$ cat src/rtl/multadd_seq_ctrl.sv
// Multiply-add sequencer driving one shared external pipelined 16x16 multiplier.
// Optional macro MULTADD_SAT_EN: saturate oR on overflow and add the oSAT output.
module multadd_seq_ctrl #(
  parameter int MUL_LAT = 2,
  parameter int OUT_W   = 17
) (
  input  logic             iCLK,
  input  logic             iRST,
  input  logic             iVALID,
  output logic             oREADY,
  input  logic             iSEL,
  input  logic [7:0]       iA0,
  input  logic [7:0]       iA1,
  input  logic [7:0]       iB0,
  input  logic [7:0]       iB1,
  output logic [15:0]      oM_A,
  output logic [15:0]      oM_B,
  output logic             oM_VLD,
  input  logic [31:0]      iM_P,
  output logic             oVALID,
  input  logic             iREADY,
  output logic [OUT_W-1:0] oR,
  output logic             oBUSY,
`ifdef MULTADD_SAT_EN
  output logic             oSAT,
`endif
  output logic [1:0]       oDBG_STATE
);

  // Handshakes: a transfer happens in a cycle where valid and ready are both high;
  // the source holds valid and data stable until then, and ready never depends on valid.

  typedef enum logic [1:0] {IDLE, ISSUE, WAIT, DONE} state_t;

  localparam logic [3:0] CNT_LAST = 4'(MUL_LAT - 1);

  state_t            state_q, state_d;
  logic              sel_q;
  logic [7:0]        a0_q, a1_q, b0_q, b1_q;
  logic [15:0]       p0_q, p1_q;
  logic [32:0]       acc_q;
  logic [32:0]       acc_sum;
  logic [1:0]        k_q;
  logic [3:0]        cnt_q;
  logic              last_wait;
  logic [OUT_W-1:0]  r_q;
  logic [OUT_W-1:0]  r_next;
`ifdef MULTADD_SAT_EN
  logic              sat_q;
  logic              sat_next;
`endif

  assign acc_sum    = acc_q + 33'(iM_P);
  assign last_wait  = (cnt_q == CNT_LAST);
  assign oR         = r_q;
  assign oDBG_STATE = state_q;

`ifdef MULTADD_SAT_EN
  assign sat_next = ((34'(acc_sum) >> OUT_W) != 34'd0);
  assign r_next   = sat_next ? {OUT_W{1'b1}} : acc_sum[OUT_W-1:0];
  assign oSAT     = sat_q && (state_q == DONE);
`else
  assign r_next   = acc_sum[OUT_W-1:0];
`endif

  always_comb begin
    state_d = state_q;
    oREADY  = 1'b0;
    oM_VLD  = 1'b0;
    oM_A    = 16'd0;
    oM_B    = 16'd0;
    oVALID  = 1'b0;
    oBUSY   = (state_q != IDLE);
    case (state_q)
      IDLE: begin
        oREADY = 1'b1;
        if (iVALID) state_d = ISSUE;
      end
      ISSUE: begin
        oM_VLD = 1'b1;
        case (k_q)
          2'd0:    begin oM_A = {8'd0, a0_q}; oM_B = {8'd0, b0_q}; end
          2'd1:    begin oM_A = {8'd0, a1_q}; oM_B = {8'd0, b1_q}; end
          default: begin oM_A = p0_q;         oM_B = p1_q;         end
        endcase
        state_d = WAIT;
      end
      WAIT: begin
        if (last_wait) begin
          if (k_q == 2'd0)      state_d = ISSUE;
          else if (k_q == 2'd1) state_d = sel_q ? DONE : ISSUE;
          else                  state_d = DONE;
        end
      end
      DONE: begin
        oVALID = 1'b1;
        if (iREADY) state_d = IDLE;
      end
      default: state_d = IDLE;
    endcase
  end

  always_ff @(posedge iCLK) begin
    if (iRST) begin
      state_q <= IDLE;
      sel_q   <= 1'b0;
      a0_q    <= 8'd0;
      a1_q    <= 8'd0;
      b0_q    <= 8'd0;
      b1_q    <= 8'd0;
      p0_q    <= 16'd0;
      p1_q    <= 16'd0;
      acc_q   <= 33'd0;
      k_q     <= 2'd0;
      cnt_q   <= 4'd0;
      r_q     <= '0;
`ifdef MULTADD_SAT_EN
      sat_q   <= 1'b0;
`endif
    end else begin
      state_q <= state_d;
      case (state_q)
        IDLE: begin
          if (iVALID) begin
            sel_q <= iSEL;
            a0_q  <= iA0;
            a1_q  <= iA1;
            b0_q  <= iB0;
            b1_q  <= iB1;
            acc_q <= 33'd0;
            k_q   <= 2'd0;
          end
        end
        ISSUE: cnt_q <= 4'd0;
        WAIT: begin
          if (last_wait) begin
            // Only this cycle carries our product; iM_P is don't-care elsewhere.
            acc_q <= acc_sum;
            if (k_q == 2'd0) p0_q <= iM_P[15:0];
            if (k_q == 2'd1) p1_q <= iM_P[15:0];
            k_q <= k_q + 2'd1;
            if (state_d == DONE) begin
              r_q   <= r_next;
`ifdef MULTADD_SAT_EN
              sat_q <= sat_next;
`endif
            end
          end else begin
            cnt_q <= cnt_q + 4'd1;
          end
        end
        default: ;
      endcase
    end
  end

endmodule

$ cat config.mk
export PLATFORM = sky130hd
export DESIGN_NAME = multadd_seq_ctrl
export DESIGN_NICKNAME = d
export VERILOG_FILES = /design/src/rtl/multadd_seq_ctrl.sv
export SDC_FILE = /design/constraint.sdc
export NUM_CORES = 1
export LEC_CHECK = 0
export ABC_AREA = 1
export BUFFER_PORTS_ARGS = -buffer_cell sky130_fd_sc_hd__buf_4
export CAP_MARGIN = 20
export CELL_PAD_IN_SITES_DETAIL_PLACEMENT = 0
export CELL_PAD_IN_SITES_GLOBAL_PLACEMENT = 1
export CORE_MARGIN = 1.5
export CORE_UTILIZATION = 34
export DETAILED_ROUTE_END_ITERATION = 16
export GPL_TIMING_DRIVEN = 1
export PLACE_DENSITY = 0.86
export SLEW_MARGIN = 25
export SYNTH_ARGS = -nofsm -noshare
export SYNTH_HDL_FRONTEND = slang
export SYNTH_SLANG_ARGS = --single-unit
$ cat constraint.sdc
create_clock -name iCLK -period 1.9 [get_ports iCLK]
set_clock_uncertainty 0.1 [all_clocks]
set_input_delay 0.095 -clock iCLK [delete_from_list [all_inputs] [get_ports iCLK]]
set_output_delay 0.095 -clock iCLK [all_outputs]
set_load 0.02 [all_outputs]
# ---- Word level (Yosys, flattened, before mapping)
# Index checks and enable logic that the tools add are counted.
dict set report totals {
  register_bits 123
  inputBits 69
}
dict set report op_classes {
  n_addsub 3
  n_eq_ne 9
  mux 22
  n_reduce_logical 11
}
# cell count
set ops {}
lappend ops {{33-bit 2-to-1 mux} 2}
lappend ops {{33-bit case mux with 2 select lines} 1}
lappend ops {{16-bit case mux with 2 select lines} 2}
lappend ops {{33-bit by 32-bit adder with 33-bit output} 1}
lappend ops {{16-bit 2-to-1 mux} 2}
lappend ops {{2-bit 2-to-1 mux} 8}
lappend ops {{3-bit AND reduction} 4}
lappend ops {{2-bit case mux with 4 select lines} 1}
lappend ops {{4-bit case mux with 2 select lines} 1}
lappend ops {{2-bit equality test, second input constant} 3}
lappend ops {{2-bit != test, second input constant} 3}
lappend ops {{2-bit nonzero test} 3}
lappend ops {{4-bit by 1-bit adder with 4-bit output, second input constant} 1}
lappend ops {{2-bit by 1-bit equality test with 1-bit output, second input constant} 2}
lappend ops {{4-bit by 1-bit equality test with 1-bit output, second input constant} 1}
lappend ops {{2-bit logical NOT} 2}
lappend ops {{4-bit 2-to-1 mux} 1}
lappend ops {{2-bit case mux with 2 select lines} 1}
lappend ops {{2-bit AND reduction} 2}
lappend ops {{1-bit 2-to-1 mux} 3}
lappend ops {{2-bit by 1-bit adder with 2-bit output, second input constant} 1}

# ---- Longest topological paths before layout
# Gate-level depths: netlist of the first run.
dict set report logic_depth {
  ltp_word 7
  depth_mapped 13
  depth_no_buf 13
}

# ---- Worst setup path before layout of the first run
# No wires, ideal clock.
dict set report synth_path {
  kind {register to output}
  from {reg state_q[0], in the netlist oDBG_STATE[0]}
  to {out oM_A[4]}
  arrival_ps 1701
  path_slack_ps 4
  stages_incl_launch_ff 6
  path_cell_list {dfxtp_1 -> inv_2 -> nor2_1 -> inv_1 -> buf_1 -> a31oi_1}
}
dict set report synth_via {
  elab_chain_len 2
}
# element line
set synth_lines {}
lappend synth_lines {{start, declared} 37} ;# state_t state_q, state_d;
lappend synth_lines {{start signal, assigned} 121} ;# state_q <= state_d;
lappend synth_lines {{2-bit by 1-bit equality test with 1-bit output} 74} ;# case (state_q)
lappend synth_lines {{16-bit 2-to-1 mux} 74}
lappend synth_lines {{end, declared} 16} ;# output logic [15:0] oM_A,
# Every way passes these cells.

# ---- Final worst setup path of the first run
dict set report layout_path {
  from {reg k_q[1]}
  to {out oM_A[7]}
}
dict set report layout_via {
  elab_chain_len 3
  elab_cells_between_ends 4
}
# element line
set layout_lines {}
lappend layout_lines {{start, declared} 43} ;# logic [1:0] k_q;
lappend layout_lines {{start signal, assigned} 141} ;# k_q <= k_q + 2'd1;
lappend layout_lines {{2-bit by 1-bit equality test with 1-bit output or 2-bit logical NOT (tied branches)} 81} ;# case (k_q)
lappend layout_lines {{16-bit case mux with 2 select lines (*)} 81}
lappend layout_lines {{16-bit 2-to-1 mux (*)} 74}
# Every way passes the cells marked *; elsewhere a longest branch is shown, timed or not.

==> metrics.md, run 1 <==
| Metric | Value |
|---|---|
| Outcome | `finished clean` |
| Vias/cell | `4.725` |
| RR Startpoint | `acc_q[0]$_SDFFE_PP0P_` |
| Met1 Resource Use GR | `23.83%` |
| Port-buffer cells | `108` |
| Worst Tran Pin Value | `0.4750 ns` |
| Die area | `16330 um2` |
| Worst-Skew Late Latency | `0.35 ns` |
| Final worst-path cycle share | `99.41%` |
| Total Wirelength | `15460 um` |
| Largest net degree at the start of global routing | `56` |
| Core area | `15200 um2` |
| Most used routing layer | `met2` |
| # setup viols final | `0` |
| Most instantiated library cell after synthesis | `nand2_1` |
| Gpl congestion | `0.8415` |
| N_diodes | `0` |
| DP Area | `6329 um2` |
| Top cells by area, synth | `dfxtp_1 40%, nand2_1 14%, nor2_1 12%` |
| Antenna violations before repair | `0` |
| Die X | `127.8 um` |
| Endpoints failing hold | `0` |
| Max Fclk | `529.5 MHz` |
| Via count | `5386` |
| Clock-pin slew on the worst setup and hold paths | `0.07 ns` |
| CP Launch Type | `flop` |
| Synth warn | `0` |
| GRT Resource Usage Total | `18.77%` |
| Reg-to-reg slack, setup | `0.09 ns` |
| Row cnt | `45` |
| Hold Path Class | `in -> reg` |
| Period minus WS final | `1.889 ns` |
| Worst hold path depth | `2` |
| H-tree lvl count | `3` |
| Met3 Usage GRT | `4.007%` |
| Max cap viols | `0` |
| Initial Util | `34.83%` |
| Synthesized cell area | `5295 um2` |
| Peak VDD IR | `425.7 uV` |
| Distinct cell type count after synthesis | `32` |
| CP endpoint kind | `output pin` |
| R2r worst-path depth | `13` |
| Die Y | `127.8 um` |
| FILL cells | `1523` |
| Top_reg_cell synth | `dfxtp_1` |
| CP Max Fanout | `7` |
| Asr flop ratio synth | `0%` |
| Syn nets | `879` |
| Clk sinks | `107` |
| Mean Syn Cell Area | `6.711 um2` |
| Worst R2R End | `oR[14]$_SDFFE_PP0P_` |
| Crit path DAT | `1.69 ns` |
| First-pass GRT wire length | `24610 um` |
| Syn Inst Count | `789` |
| Hold Path Origin | `iRST` |
| Register area share after synthesis | `40.45%` |
| Cts bufs inserted | `9` |
| Fin area | `7611 um2` |
| Kind of critical path | `reg -> out` |
| Nets | `1037` |
| P per Cell Area | `706.2 nW/um2` |
| Clock tree buffer depth | `2` |
| Vias in the first global route | `5154` |
| CTS tree | `built` |
| Share of the synthesized area in the top cell type | `40.45%` |
| RSZ-0062 raised after global routing | `true` |
| Final hold slack | `0.03322 ns` |
| Length of the first detailed-routing pass in iterations | `4` |
| CTS root buf | `clkbuf_16` |
| Hold Path Sink | `cnt_q[1]$_SDFFE_PP0P_` |
| Synth Register Bits | `107` |
| Iteration-0 DRC count of the detailed router | `249` |
| Post-synth EDFFs | `0` |
| Grt ovf | `0` |
| Final ANT Viol Nets | `0` |
| Max Slew Vio Count | `0` |
| Fraction of layout cells with a size suffix above 1 | `24.68%` |
| Most frequent cells after synthesis | `202 x nand2_1, 168 x nor2_1, 107 x dfxtp_1` |
| Leakage power | `3.349 nW` |
| Slew margin rel. | `68.33%` |
| DP Wirelength | `10430 um` |
| I/O Pins | `124` |
| Required @ worst endpoint | `1.70 ns` |
| DRC viols | `0` |
| GR Layer Usage met2 | `32.61%` |
| Post-synth top area cell | `dfxtp_1` |
| Routed WL per cell | `13.56 um` |
| Area Overhead vs Synth | `43.74%` |
## cells by family (layout without fill, tap and decap cells)
| group | count (synthesis) | after routing | synth area share [%] |
|---|---|---|---|
| simple gates | 419 | 419 | 31.88 |
| buf+inv | 104 | 267 | 8.176 |
| flops | 107 | 107 | 40.45 |
| xor+xnor | 7 | 7 | 1.158 |
| compound gates | 131 | 131 | 13.23 |
| fa+ha+maj | 21 | 21 | 5.104 |
## final cells by class
type	count	area [um2]	share of cell area, %
Multi-Input combinational cell	578	3084	40.52
Sequential cell	107	2150	28.24
Timing Repair Buffer	183	1593	20.93
Inverter	68	262.8	3.452
Clock buffer	11	242.7	3.189
Tap cell	188	235.2	3.091
Clock inverter	5	43.79	0.5754
## per-layer routing
layer	share of wire, %	vias to the layer above
met2	48	118
li1	-	2819
met4	1.3	0
met3	4.8	15
met1	46	2434
met5	0	-
## worst max-delay path by stage
| stage | start | end | slack, ns | cells after the start |
|---|---|---|---|---|
| floorplan | oDBG_STATE[0]$_SDFF_PP0_ | oM_A[4] | 0.004 | 5 |
| detailed placement | acc_q[0]$_SDFFE_PP0P_ | oR[6]$_SDFFE_PP0P_ | -0.02 | 9 |
| global placement | acc_q[0]$_SDFFE_PP0P_ | oR[6]$_SDFFE_PP0P_ | -0.006 | 9 |
| CTS | k_q[0]$_SDFFE_PP0P_ | oM_A[0] | -0.0008 | 7 |
| global route | acc_q[0]$_SDFFE_PP0P_ | oR[14]$_SDFFE_PP0P_ | -0.06 | 13 |
| finish | k_q[1]$_SDFFE_PP0P_ | oM_A[7] | 0.01 | 8 |
## registers in the layout, indices dropped and copies added, names as in the netlist, 8 cells and up
register	count
p1_q	16
b0_q	8
p0_q	16
a1_q	8
oR	17
b1_q	8
acc_q	17
a0_q	8
## what timing repair did
action	in CTS	in global routing
hold buffers	50	0
endpoints found under the setup margin	21	54
gates cloned	1	1
gates resized for setup	18	77
pin swaps	8	20
endpoints found under the hold margin	66	0
buffers inserted	2	4
## cells in the final DEF (no fill, tap or decap), types with 5 or more instances in the layout
master,count
buf_4,122
o21ai_0,70
o21ai_1,6
inv_1,59
ha_4,11
a31oi_1,11
nand2_2,26
nor2_1,164
buf_6,5
nand3_2,7
a21oi_1,30
inv_2,5
clkbuf_16,10
dlygate4sd3_1,50
a31oi_4,5
nand2_1,177
dfxtp_1,103
nand3_1,22
ha_1,6
## critical path: stages, from the launching register on
cell and delay, ns:
dfxtp_2 0.34, inv_4 0.05, ha_4 0.17, nor2_4 0.14
buf_12 0.13, buf_12 0.12, nand2_2 0.05, a31oi_1 0.18
buf_4 0.17
## power breakdown
group / switching (mW) / internal [mW]
Clock: 0.885 / 0.943
Combinational: 0.630 / 0.486
Sequential: 0.0694 / 2.36
## metrics by stage
stage	power, mW	std cells	utilization, %	setup slack (ns)	setup TNS, ns
floorplan	3.029	789	-	0.003900	0
global placement	3.363	1067	41.63	-0.006433	-0.006433
detailed placement	3.367	1067	41.63	-0.01788	-0.02534
CTS	5.353	1136	47.59	-0.0007914	-0.0007914
global route	5.649	1140	50.07	-0.05880	-0.3298
finish	5.375	1140	50.07	0.01127	0
Power figures use the tool's default switching activity.
==> inputs of run 2 (changes only) <==
Settings changed: CTS_BUF_LIST set to sky130_fd_sc_hd__clkbuf_16.
==> run 2 against run 1 <==
Compared with the run above:
- clock power fell by 2%
- combinational power barely moved
- wire length about the same
- utilization decreased by 0.066 points
- count of clock-buffer cells in the layout is 2 lower
- final cell count unchanged
- register-to-register slack is essentially flat
- via count up 0.19%
- critical path type unchanged
- total power is 0.76% lower
- global-route usage about the same
- sequential power about the same
- hold slack worse by 0.0012 ns
==> metrics.md, run 2 (synthesis results as in run 1) <==
| Metric | Value |
|---|---|
| Outcome | `finished clean` |
| Die X | `127.8 um` |
| CP endpoint kind | `output pin` |
| Nets | `1037` |
| RSZ-0062 raised after global routing | `true` |
| DRC viols | `0` |
| Hold Path Class | `in -> reg` |
| I/O Pins | `124` |
| Worst R2R End | `oR[14]$_SDFFE_PP0P_` |
| Initial Util | `34.83%` |
| Final ANT Viol Nets | `0` |
| Slew margin rel. | `67.90%` |
| Period minus WS final | `1.889 ns` |
| Max Slew Vio Count | `0` |
| Worst hold path depth | `2` |
| Clock tree buffer depth | `2` |
| Crit path DAT | `1.69 ns` |
| Total Wirelength | `15470 um` |
| N_diodes | `0` |
| Cts bufs inserted | `9` |
| R2r worst-path depth | `13` |
| Final hold slack | `0.03198 ns` |
| Clk sinks | `107` |
| DP Wirelength | `10430 um` |
| Endpoints failing hold | `0` |
| Hold Path Origin | `iRST` |
| CTS root buf | `clkbuf_16` |
| Area of the multi-input gates | `3084 um2` |
| GRT Resource Usage Total | `18.79%` |
| Area Overhead vs Synth | `43.55%` |
| Reg-to-reg slack, setup | `0.09 ns` |
| CP Max Fanout | `7` |
| Kind of critical path | `reg -> out` |
| Max Fclk | `529.5 MHz` |
| Iteration-0 DRC count of the detailed router | `253` |
| CTS tree | `built` |
| Die area | `16330 um2` |
| FILL cells | `1520` |
| Port-buffer cells | `108` |
| P per Cell Area | `701.7 nW/um2` |
| First-pass GRT wire length | `24630 um` |
| Grt ovf | `0` |
| Gpl congestion | `0.8415` |
| Logic gate share of total power | `21.0%` |
| Length of the first detailed-routing pass in iterations | `4` |
| Peak VDD IR | `423.9 uV` |
| Internal power | `3.744 mW` |
| Die Y | `127.8 um` |
| Seq pwr share | `45.6%` |
| Required @ worst endpoint | `1.70 ns` |
| DP Area | `6329 um2` |
| Clk pwr share | `33.5%` |
| Worst Tran Pin Value | `0.4815 ns` |
| Leakage power | `3.347 nW` |
| TNS Setup | `0 ns` |
| Largest net degree at the start of global routing | `56` |
| Max cap viols | `0` |
| RR Startpoint | `acc_q[0]$_SDFFE_PP0P_` |
| Fraction of layout cells with a size suffix above 1 | `24.58%` |
| Final worst-path cycle share | `99.41%` |
| Fin area | `7601 um2` |
| Commonest non-fill, non-tap cell in the layout | `nand2_1` |
| CP Launch Type | `flop` |
| H-tree lvl count | `3` |
| Clock-pin slew on the worst setup and hold paths | `0.07 ns` |
| # setup viols final | `0` |
| Core area | `15200 um2` |
| Row cnt | `45` |
| Total power | `5.334 mW` |
| Switch Pwr | `1.589 mW` |
| Via count | `5396` |
| Worst-Skew Late Latency | `0.35 ns` |
| Vias/cell | `4.733` |
| Switch share | `29.80%` |
| Commonest cells after routing, fill and taps aside | `177 x nand2_1, 164 x nor2_1, 122 x buf_4` |
| Reg area | `2150 um2` |
| Routed WL per cell | `13.57 um` |
| Vias in the first global route | `5165` |
| Antenna violations before repair | `0` |
| Hold Path Sink | `cnt_q[1]$_SDFFE_PP0P_` |
## run 2: changes by cell type in the layout (fill, tap and decap cells not counted), sizes merged
cell    before  now
clkbuf      12   10
clkinv       2    3
inv         69   70
## run 2: metrics by stage
stage / instances / worst slack, ns / utilization (%)
finish: 1140 / 0.01127 / 50.00
global route: 1140 / -0.05880 / 50.00
CTS: 1136 / -0.0007914 / 47.52
detailed placement: 1067 / -0.01788 / 41.63
global placement: 1067 / -0.006433 / 41.63
floorplan: 789 / 0.003900 / -
## run 2: power by group through the flow
stage               Combinational (mW)  Sequential [mW]  Clock, mW
floorplan                        0.555             2.47          0
global placement                 0.889             2.47          0
detailed placement               0.891             2.48          0
CTS                               1.04             2.42       1.84
global route                      1.23             2.45       1.92
finish                            1.12             2.43       1.79
## run 2: final cells by class
| type | count | area share (%) |
|---|---|---|
| tap | 188 | 3.095 |
| timing repair buffer | 183 | 20.95 |
| multi-input combinational | 578 | 40.58 |
| clock inverter | 7 | 0.6749 |
| inverter | 68 | 3.457 |
| sequential | 107 | 28.28 |
| clock buffer | 9 | 2.963 |
## run 2: worst max-delay path: stages, from the launching register on
cell     delay, ns
dfxtp_2       0.34
inv_4         0.05
ha_4          0.17
nor2_4        0.14
buf_12        0.13
buf_12        0.12
nand2_2       0.05
a31oi_1       0.18
buf_4         0.17
## run 2: layer usage
layer	GRT usage [%]	part of all wire [%]	wire length [um]	vias up
li1	-	-	-	2818
met2	32.67	48	7415	100
met5	0	0	0	-
met1	23.83	47	7278	2463
met3	4.007	3.7	579	15
met4	4.362	1.3	196	0
## run 2: how the worst max path moves through the flow
stage / from / end / slack [ns] / cells after the start
detailed placement: acc_q[0]$_SDFFE_PP0P_ / oR[6]$_SDFFE_PP0P_ / -0.02 / 9
floorplan: oDBG_STATE[0]$_SDFF_PP0_ / oM_A[4] / 0.004 / 5
finish: k_q[1]$_SDFFE_PP0P_ / oM_A[7] / 0.01 / 8
global route: acc_q[0]$_SDFFE_PP0P_ / oR[14]$_SDFFE_PP0P_ / -0.06 / 13
global placement: acc_q[0]$_SDFFE_PP0P_ / oR[6]$_SDFFE_PP0P_ / -0.006 / 9
CTS: k_q[0]$_SDFFE_PP0P_ / oM_A[0] / -0.0008 / 7
## run 2: timing repair
| action | 4_1_cts | 5_1_grt |
|---|---|---|
| hold buffers | 50 | 0 |
| gates cloned | 1 | 1 |
| setup endpoints to repair | 21 | 54 |
| endpoints found under the hold margin | 66 | 0 |
| gates resized for setup | 18 | 77 |
| buffers inserted | 2 | 4 |
| pin swaps | 8 | 20 |
